`src/rtl/round_increment_m.sv`:
```
// -----------------------------------------------------------------------------
// round_increment_m
//
// Purpose
//   Final rounding step of a floating-point multiplier. Takes the truncated
//   significand fraction, its biased exponent, sign and the round-up decision,
//   adds one ULP when requested, renormalizes on carry-out, detects overflow to
//   infinity and packs the rounded result. Two-stage elastic pipeline:
//     S1 - increment: M = {1, fraction} + round_flag (SW+2 bits)
//     S2 - renormalize, overflow detection, pack into registered outputs
//
// Handshake (both sides)
//   A transfer happens on a rising clk edge where valid and ready are both 1.
//   The producer holds valid and data steady until the transfer, and ready may
//   depend combinationally on the downstream ready (ready_o follows ready_i
//   when both stages are full), so full throughput needs no bubble.
//
// Ports
//   clk, rst      - clock, synchronous active-high reset
//   valid_i       - operand on *_i data ports is valid
//   ready_o       - block accepts the operand this cycle
//   Sgf_Trunc_i   - [SW-1:0] truncated fraction (hidden bit excluded)
//   Exp_i         - [EW-1:0] biased exponent
//   Sign_i        - sign of the result
//   Round_Flag_i  - 1 adds one ULP
//   valid_o       - result on *_o data ports is valid
//   ready_i       - downstream accepts the result
//   Sgf_o         - [SW-1:0] rounded fraction
//   Exp_o         - [EW-1:0] rounded biased exponent
//   Sign_o        - sign, passed through
//   Overflow_o    - rounded result overflowed to infinity
// -----------------------------------------------------------------------------
module round_increment_m #(
  parameter int SW = 23,
  parameter int EW = 8
) (
  input  logic          clk,
  input  logic          rst,
  input  logic          valid_i,
  output logic          ready_o,
  input  logic [SW-1:0] Sgf_Trunc_i,
  input  logic [EW-1:0] Exp_i,
  input  logic          Sign_i,
  input  logic          Round_Flag_i,
  output logic          valid_o,
  input  logic          ready_i,
  output logic [SW-1:0] Sgf_o,
  output logic [EW-1:0] Exp_o,
  output logic          Sign_o,
  output logic          Overflow_o
);

  // All-ones exponent, zero-extended to EW+1 bits so the comparison below
  // also catches Exp_i = all ones with a carry (which would be 2^EW).
  localparam logic [EW:0] EXP_INF = {1'b0, {EW{1'b1}}};

  // ---------------------------------------------------------------------------
  // Stage registers
  // ---------------------------------------------------------------------------
  logic          s1_valid;
  logic [SW+1:0] s1_m;
  logic [EW-1:0] s1_exp;
  logic          s1_sign;

  logic          s2_valid;
  logic [SW-1:0] s2_sgf;
  logic [EW-1:0] s2_exp;
  logic          s2_sign;
  logic          s2_ovf;

  // ---------------------------------------------------------------------------
  // Flow control
  // ---------------------------------------------------------------------------
  logic in_fire;
  logic s2_load;
  logic s1_load;

  // S2 takes S1's operand when S2 is empty or is being drained this cycle.
  assign s2_load = s1_valid && (!s2_valid || ready_i);
  // S1 may be overwritten when empty or when its operand moves to S2.
  assign s1_load = !s1_valid || s2_load;
  assign ready_o = s1_load;
  assign in_fire = valid_i && ready_o;

  assign valid_o    = s2_valid;
  assign Sgf_o      = s2_sgf;
  assign Exp_o      = s2_exp;
  assign Sign_o     = s2_sign;
  assign Overflow_o = s2_ovf;

  // ---------------------------------------------------------------------------
  // S1 datapath: increment with the hidden bit restored. The extra top bit
  // catches the carry out of an all-ones fraction.
  // ---------------------------------------------------------------------------
  logic [SW+1:0] m_next;

  assign m_next = {2'b01, Sgf_Trunc_i} + {{(SW+1){1'b0}}, Round_Flag_i};

  // ---------------------------------------------------------------------------
  // S2 datapath: renormalize, overflow, pack
  // ---------------------------------------------------------------------------
  logic          carry;
  logic [EW:0]   exp_sum;
  logic          ovf_next;
  logic [SW-1:0] sgf_next;
  logic [EW-1:0] exp_next;

  always_comb begin
    carry    = s1_m[SW+1];
    exp_sum  = {1'b0, s1_exp} + {{EW{1'b0}}, carry};
    // Covers both "result reaches all ones" and "input was already all ones"
    // (the latter gives all ones or 2^EW, both >= EXP_INF).
    ovf_next = (exp_sum >= EXP_INF);
    sgf_next = s1_m[SW-1:0];
    exp_next = exp_sum[EW-1:0];
    if (carry) begin
      // 1.111..1 + ulp = 10.000..0: fraction becomes zero, exponent bumps.
      sgf_next = '0;
    end
    if (ovf_next) begin
      sgf_next = '0;
      exp_next = '1;
    end
  end

  // ---------------------------------------------------------------------------
  // Sequential state
  // ---------------------------------------------------------------------------
  always_ff @(posedge clk) begin
    if (rst) begin
      s1_valid <= 1'b0;
      s1_m     <= '0;
      s1_exp   <= '0;
      s1_sign  <= 1'b0;
      s2_valid <= 1'b0;
      s2_sgf   <= '0;
      s2_exp   <= '0;
      s2_sign  <= 1'b0;
      s2_ovf   <= 1'b0;
    end else begin
      // S1
      if (s1_load) begin
        s1_valid <= valid_i;
      end
      if (in_fire) begin
        s1_m    <= m_next;
        s1_exp  <= Exp_i;
        s1_sign <= Sign_i;
      end

      // S2: data registers change only on a load, so they hold while stalled.
      if (s2_load) begin
        s2_valid <= 1'b1;
        s2_sgf   <= sgf_next;
        s2_exp   <= exp_next;
        s2_sign  <= s1_sign;
        s2_ovf   <= ovf_next;
      end else if (ready_i) begin
        s2_valid <= 1'b0;
      end
    end
  end

endmodule

```
`config.mk`:
```
export PLATFORM = sky130hd
export DESIGN_NAME = round_increment_m
export DESIGN_NICKNAME = d
export VERILOG_FILES = /design/src/rtl/round_increment_m.sv
export SDC_FILE = /design/constraint.sdc
export NUM_CORES = 1
export LEC_CHECK = 0
export CAP_MARGIN = 20
export CORE_ASPECT_RATIO = 0.5
export CORE_MARGIN = 2
export CORE_UTILIZATION = 50
export DETAILED_ROUTE_END_ITERATION = 8
export PLACE_DENSITY = 0.81
export SYNTH_ARGS = -nofsm -noshare
export SYNTH_HDL_FRONTEND = slang
export SYNTH_SLANG_ARGS = --single-unit
```
`constraint.sdc`:
```
create_clock -name clk -period 3.1 [get_ports clk]
set_input_delay 0.465 -clock clk [delete_from_list [all_inputs] [get_ports clk]]
set_output_delay 0.465 -clock clk [all_outputs]
set_load 0.01 [all_outputs]
```
**After elaboration in Yosys (flattened, before gate mapping)**

Index checks and enable logic that the tools add are counted.

- Bits of input ports: 37
- Word-level logic and storage cells: 24
- Flip-flop bits (word level): 69
- Output and inout port bits: 35

- Order comparisons: 1
- Multiplexer cells: 5
- Reductions and logical operators: 7
- Add/subtract/negate cells: 2

Operators with widths:

| operator | number |
|---|---|
| $mux 23 | 2 |
| $add 24x1->25 | 1 |
| $add 8x1->9 | 1 |
| $ge 9x8->1 const B | 1 |
| $mux 8 | 1 |
| $logic_and 1x1->1 | 2 |
| $logic_not 1->1 | 2 |
| $logic_or 1x1->1 | 2 |
| $mux 1 | 2 |
| $reduce_bool 2->1 | 1 |

**Depth between registers and ports, before layout**

- Depth after elaboration: 5
- Mapped depth: 8
- Depth with buffers taken out: 7

**Worst setup path before layout**

No wires, ideal clock.

- Path kind: input port to flip-flop
- Start: in Sgf_Trunc_i[0]
- End: reg s1_m[24]
- Path slack: 1.151 ns
- Required time: 3.030 ns
- Stages: 7
- Arrival: 1.878 ns
- Cells stage by stage: ha_1 ha_1 nand4_1 nor3_2 nand3_1 or3_1 a21oi_1

- Word-level cells in the longest chain between the ends: 1

RTL lines:

| item | line | source |
|---|---|---|
| start: declaration | 41 | `input logic [SW-1:0] Sgf_Trunc_i,` |
| $add 24x1->25 | 97 | `assign m_next = {2'b01, Sgf_Trunc_i} + {{(SW+1){1'b0}}, Round_Flag_i};` |
| end signal: assignment | 146 | `s1_m <= m_next;` |
| end: declaration | 61 | `logic [SW+1:0] s1_m;` |

No other way between the ends.
A chain may end at the register's enable or synchronous reset.

**Worst setup path in the final report**

Same ends and word-level chain as after synthesis.

==> impl_results.html <==
<table>
<tr><th>Metric</th><th>Value</th></tr>
<tr><th colspan="2">Placed design</th></tr>
<tr><td>HPWL after DPL</td><td>4710 µm</td></tr>
<tr><td>Setup slack at placement</td><td>428 ps</td></tr>
<tr><td>Instance area after placement</td><td>approximately 0.0036 mm²</td></tr>
<tr><td>Count of buffers from port buffering</td><td>71</td></tr>
<tr><td>Routability congestion estimate from global placement</td><td>0.819</td></tr>
<tr><th colspan="2">Power and ir drop</th></tr>
<tr><td>Leakage component of the power</td><td>0.00145 µW</td></tr>
<tr><td>Power per standard cell area</td><td>568 mW/mm²</td></tr>
<tr><td>Highest ir drop seen on vdd</td><td>533 µV</td></tr>
<tr><th colspan="2">Clock tree</th></tr>
<tr><td>Count of H-tree levels built during CTS</td><td>3</td></tr>
<tr><td># hold bufs at CTS</td><td>0</td></tr>
<tr><td>TritonCTS clock tree</td><td>yes</td></tr>
<tr><td>Clock Tree Root</td><td>sky130_fd_sc_hd__clkbuf_16</td></tr>
<tr><td>Max Root-Sink Buffers</td><td>2</td></tr>
<tr><td>CTS clock-pin slew for the worst setup and hold paths</td><td>60 ps</td></tr>
<tr><td>Post-CTS Setup Bufs</td><td>0</td></tr>
<tr><td>CTS buffer count</td><td>9</td></tr>
<tr><td>Total number of clock tree sinks</td><td>68</td></tr>
<tr><td>Count of instances resized after the clock tree is built</td><td>0</td></tr>
<tr><td>Latest clock arrival within the worst-skew pair</td><td>330 ps</td></tr>
<tr><th colspan="2">Finish</th></tr>
<tr><td>Ratio of cells with drive above 1 in the final layout</td><td>0.131</td></tr>
<tr><td>Multi-input gate area in the final layout</td><td>0.00139 mm²</td></tr>
<tr><td>Sequential cell area</td><td>roughly 0.0014 mm²</td></tr>
<tr><td>Area growth syn-to-layout</td><td>36.6%</td></tr>
<tr><td>Number of diodes added for antenna fixing</td><td>0</td></tr>
<tr><td>Final Net Count</td><td>418</td></tr>
<tr><td>Final Instance Area</td><td>between 0.003 and 0.004 mm²</td></tr>
<tr><td>Layout filler cell count</td><td>409</td></tr>
<tr><th colspan="2">Setup path</th></tr>
<tr><td>FF-to-FF Start</td><td>s1_m[24]</td></tr>
<tr><td>Crit path required time</td><td>between 3000 and 4000 ps</td></tr>
<tr><td>Worst path slowest cell</td><td>sky130_fd_sc_hd__clkdlybuf4s50_1</td></tr>
<tr><td>Worst reg2reg path endpoint</td><td>Sgf_o[21]</td></tr>
<tr><td>Worst reg-to-reg path cell count</td><td>8</td></tr>
<tr><td>FF-to-FF setup slack</td><td>910 ps</td></tr>
<tr><td>Crit path arrival time</td><td>2680 ps</td></tr>
<tr><td>Max incr delay on CP</td><td>between 400 and 500 ps</td></tr>
<tr><td>Crit path capture type</td><td>flop</td></tr>
<tr><td>First element of the critical path</td><td>Sgf_Trunc_i[0]</td></tr>
<tr><td>Endpoint of the worst setup timing path</td><td>s1_m[24]</td></tr>
<tr><td>Crit path launch type</td><td>primary input</td></tr>
<tr><td>Biggest fanout along the worst timing path</td><td>6</td></tr>
<tr><td>Setup Crit Path Kind</td><td>primary input to flop</td></tr>
<tr><td>Critical path cell sequence</td><td>clkdlybuf4s50_1 -&gt; ha_1 -&gt; ha_1 -&gt; nand4_1 -&gt; nor3_2 -&gt; nand3_1 -&gt; or3_1 -&gt; a21oi_1</td></tr>
<tr><td>Cell seen most often among critical-path stages</td><td>sky130_fd_sc_hd__ha_1</td></tr>
<tr><th colspan="2">Min path</th></tr>
<tr><td>Min-Delay Path Class</td><td>flop to flop</td></tr>
<tr><th colspan="2">Global routing</th></tr>
<tr><td>Antenna violations before repair</td><td>0</td></tr>
<tr><td>Overflow left after global routing</td><td>0</td></tr>
<tr><td>Wire length of the first global-routing pass</td><td>11500 µm</td></tr>
<tr><td>Largest net degree at the start of global routing</td><td>54</td></tr>
<tr><td>Global routing usage summed across all routing layers</td><td>0.225</td></tr>
<tr><td>Number of global-route vias before repair</td><td>2485</td></tr>
<tr><th colspan="2">Yosys</th></tr>
<tr><td>Count of flip-flops with a built-in enable after synthesis</td><td>0</td></tr>
<tr><td>Proportion of synthesized chip area in sequential cells</td><td>0.474</td></tr>
<tr><td>Post-synth top area cell</td><td>sky130_fd_sc_hd__dfxtp_1</td></tr>
<tr><td>Most common cell in the synthesized netlist</td><td>sky130_fd_sc_hd__dfxtp_1</td></tr>
<tr><td>Cells after synthesis</td><td>slightly above 300</td></tr>
<tr><td>Post-Synthesis Net Count</td><td>352</td></tr>
<tr><td>Area share of the largest cell type after synthesis</td><td>0.474</td></tr>
<tr><td>Synth Flop Type</td><td>sky130_fd_sc_hd__dfxtp_1</td></tr>
<tr><td>Yosys warning total</td><td>0</td></tr>
<tr><td>FF+latch count, synth</td><td>68</td></tr>
<tr><td>Most common library cells after synthesis</td><td>68 x sky130_fd_sc_hd__dfxtp_1, 39 x sky130_fd_sc_hd__nor2_1, 34 x sky130_fd_sc_hd__nand2_1</td></tr>
<tr><td>Count of cell types in the netlist</td><td>35</td></tr>
<tr><td>FFs w/ async S/R, synth</td><td>0</td></tr>
<tr><td>Avg Inst Size Synth</td><td>~9.3 µm²</td></tr>
<tr><td>Largest cells by area after synthesis</td><td>sky130_fd_sc_hd__dfxtp_1 47%, sky130_fd_sc_hd__a22o_2 7.7%, sky130_fd_sc_hd__a211oi_1 6.8%, sky130_fd_sc_hd__nor2_1 5.1%, sky130_fd_sc_hd__nand2_1 4.4%</td></tr>
<tr><td>Post-synthesis instance area</td><td>about 0.0029 mm²</td></tr>
<tr><th colspan="2">Floorplan</th></tr>
<tr><td>Number of placement rows</td><td>19</td></tr>
<tr><td>Core area</td><td>0.00552 mm²</td></tr>
<tr><td>Die Span Y</td><td>57.6 µm</td></tr>
<tr><td>Width of the chip</td><td>111 µm</td></tr>
<tr><td>Effective utilization at floorplan</td><td>0.520</td></tr>
<tr><td>I/O pin count</td><td>72</td></tr>
<tr><td>Total Die Area</td><td>0.00640 mm²</td></tr>
<tr><th colspan="2">Timing</th></tr>
<tr><td>Total negative slack</td><td>0 ps</td></tr>
<tr><td>Post-layout minimum cycle time</td><td>2420 ps</td></tr>
<tr><td>Final setup violating endpoints</td><td>0</td></tr>
<tr><td>Count of pins over their slew limit</td><td>0</td></tr>
<tr><td>Remaining max-slew budget at the tightest pin</td><td>0.382</td></tr>
<tr><td>Worst Max-Slew Pin Slew</td><td>927 ps</td></tr>
<tr><td>Setup ws final</td><td>slightly below 700 ps</td></tr>
<tr><td>Setup repair after global routing missed its margin</td><td>false</td></tr>
<tr><td>Final Hold Slack</td><td>450 ps</td></tr>
<tr><td>Final hold violation count</td><td>0</td></tr>
<tr><td>Maximum achievable frequency</td><td>roughly 410 MHz</td></tr>
<tr><td>Period utilisation layout</td><td>0.781</td></tr>
<tr><td>Final Skew</td><td>about 9.0 ps</td></tr>
<tr><th colspan="2">Drt</th></tr>
<tr><td>Iter 0 DRT Violations</td><td>147</td></tr>
<tr><td>Average detailed-routed wire length per instance</td><td>15.4 µm</td></tr>
<tr><td>Pre-Repair DR Iteration Count</td><td>4</td></tr>
<tr><td>Vias per std cell</td><td>5.54</td></tr>
<tr><td>Count of nets left with antenna violations after detail routing</td><td>0</td></tr>
<tr><td>Total wire length</td><td>between 7000 and 8000 µm</td></tr>
<tr><td>Total via count in the routed design</td><td>2514</td></tr>
<tr><td># DRC</td><td>0</td></tr>
<tr><th colspan="2">Run status</th></tr>
<tr><td>Result of the run</td><td>finished, final reports clean</td></tr>
<tr><th colspan="2">Run</th></tr>
<tr><td>Max-capacitance violation count</td><td>0</td></tr>
</table>
## critical path, delay by kind of cell
family / cells / cell delay, ps
AOI/OAI and AO/OA: 1 / 140
and+or+nand+nor: 4 / 1180
buffers and inverters: 1 / 460
adders and majority gates: 2 / 420
## state kept, by name (all words and copies together), names as in the netlist
register and cells:
Sign_o 1, Sgf_o 23, s1_exp 8, s1_m 24
valid_o 1, Exp_o 8, Overflow_o 1, s1_sign 1
s1_valid 1
## placed cells by master, fill, tap and decap left out, types with 8 or more instances in the layout
master	instances
sky130_fd_sc_hd__clkdlybuf4s50_1	71
sky130_fd_sc_hd__dfxtp_1	68
sky130_fd_sc_hd__nor2_1	39
sky130_fd_sc_hd__nand2_1	34
sky130_fd_sc_hd__a211oi_1	26
sky130_fd_sc_hd__a22o_2	22
sky130_fd_sc_hd__a21oi_1	17
sky130_fd_sc_hd__nand3_1	15
sky130_fd_sc_hd__xor2_1	14
sky130_fd_sc_hd__xnor2_1	10
sky130_fd_sc_hd__clkbuf_16	9
sky130_fd_sc_hd__inv_1	8
## routing by layer
| metal | vias to the layer above | track usage | share of wire |
|---|---|---|---|
| li1 | 1227 | - | - |
| met1 | 1212 | 0.264 | 0.45 |
| met2 | 61 | 0.400 | 0.50 |
| met3 | 14 | 0.0638 | 0.040 |
| met4 | 0 | 0.0899 | 0.016 |
| met5 | - | 0 | 0 |
## worst min path at each step
stage                from         end  slack (ps)  cells past startpoint
2_1_floorplan     s1_sign      Sign_o         430                      2
4_1_cts        Overflow_o  Overflow_o         450                      2
5_1_grt           s1_m[1]     s1_m[1]         470                      2
3_5_place_dp   Overflow_o  Overflow_o         450                      2
6_report       Overflow_o  Overflow_o         450                      2
3_3_place_gp   Overflow_o  Overflow_o         440                      2
## cell type report
| class | instances | share of cell area |
|---|---|---|
| repair buffers | 74 | 0.187 |
| well taps | 73 | 0.0233 |
| flip-flops and latches | 68 | 0.347 |
| clock inverters | 6 | 0.0182 |
| multi-input cells | 215 | 0.355 |
| clock buffers | 10 | 0.0610 |
| inverters | 8 | 0.00766 |
## cell families (layout without fill, tap and decap cells)
kind of cell / after synthesis / in the layout / synth area share
flip-flops: 68 / 68 / 0.474
XOR/XNOR: 25 / 25 / 0.0789
buffers and inverters: 27 / 98 / 0.0406
adder cells (fa/ha/maj): 5 / 5 / 0.0218
AO/OA/AOI/OAI: 71 / 71 / 0.198
AND/OR/NAND/NOR: 114 / 114 / 0.186
## where the power goes
part | switching, µW | internal (µW)
combinational | 113 | 120
sequential | 30.3 | 921
clock | 390 | 651
total | 534 | 1690
## through the flow
| step | cells | utilization | total power (µW) |
|---|---|---|---|
| floorplan | 310 | - | 1080 |
| global placement | 438 | 0.654 | 1190 |
| detailed placement | 438 | 0.654 | 1200 |
| CTS | 454 | 0.711 | 2240 |
| global route | 454 | 0.711 | 2300 |
| finish | 454 | 0.711 | 2220 |
Power figures use the tool's default switching activity.
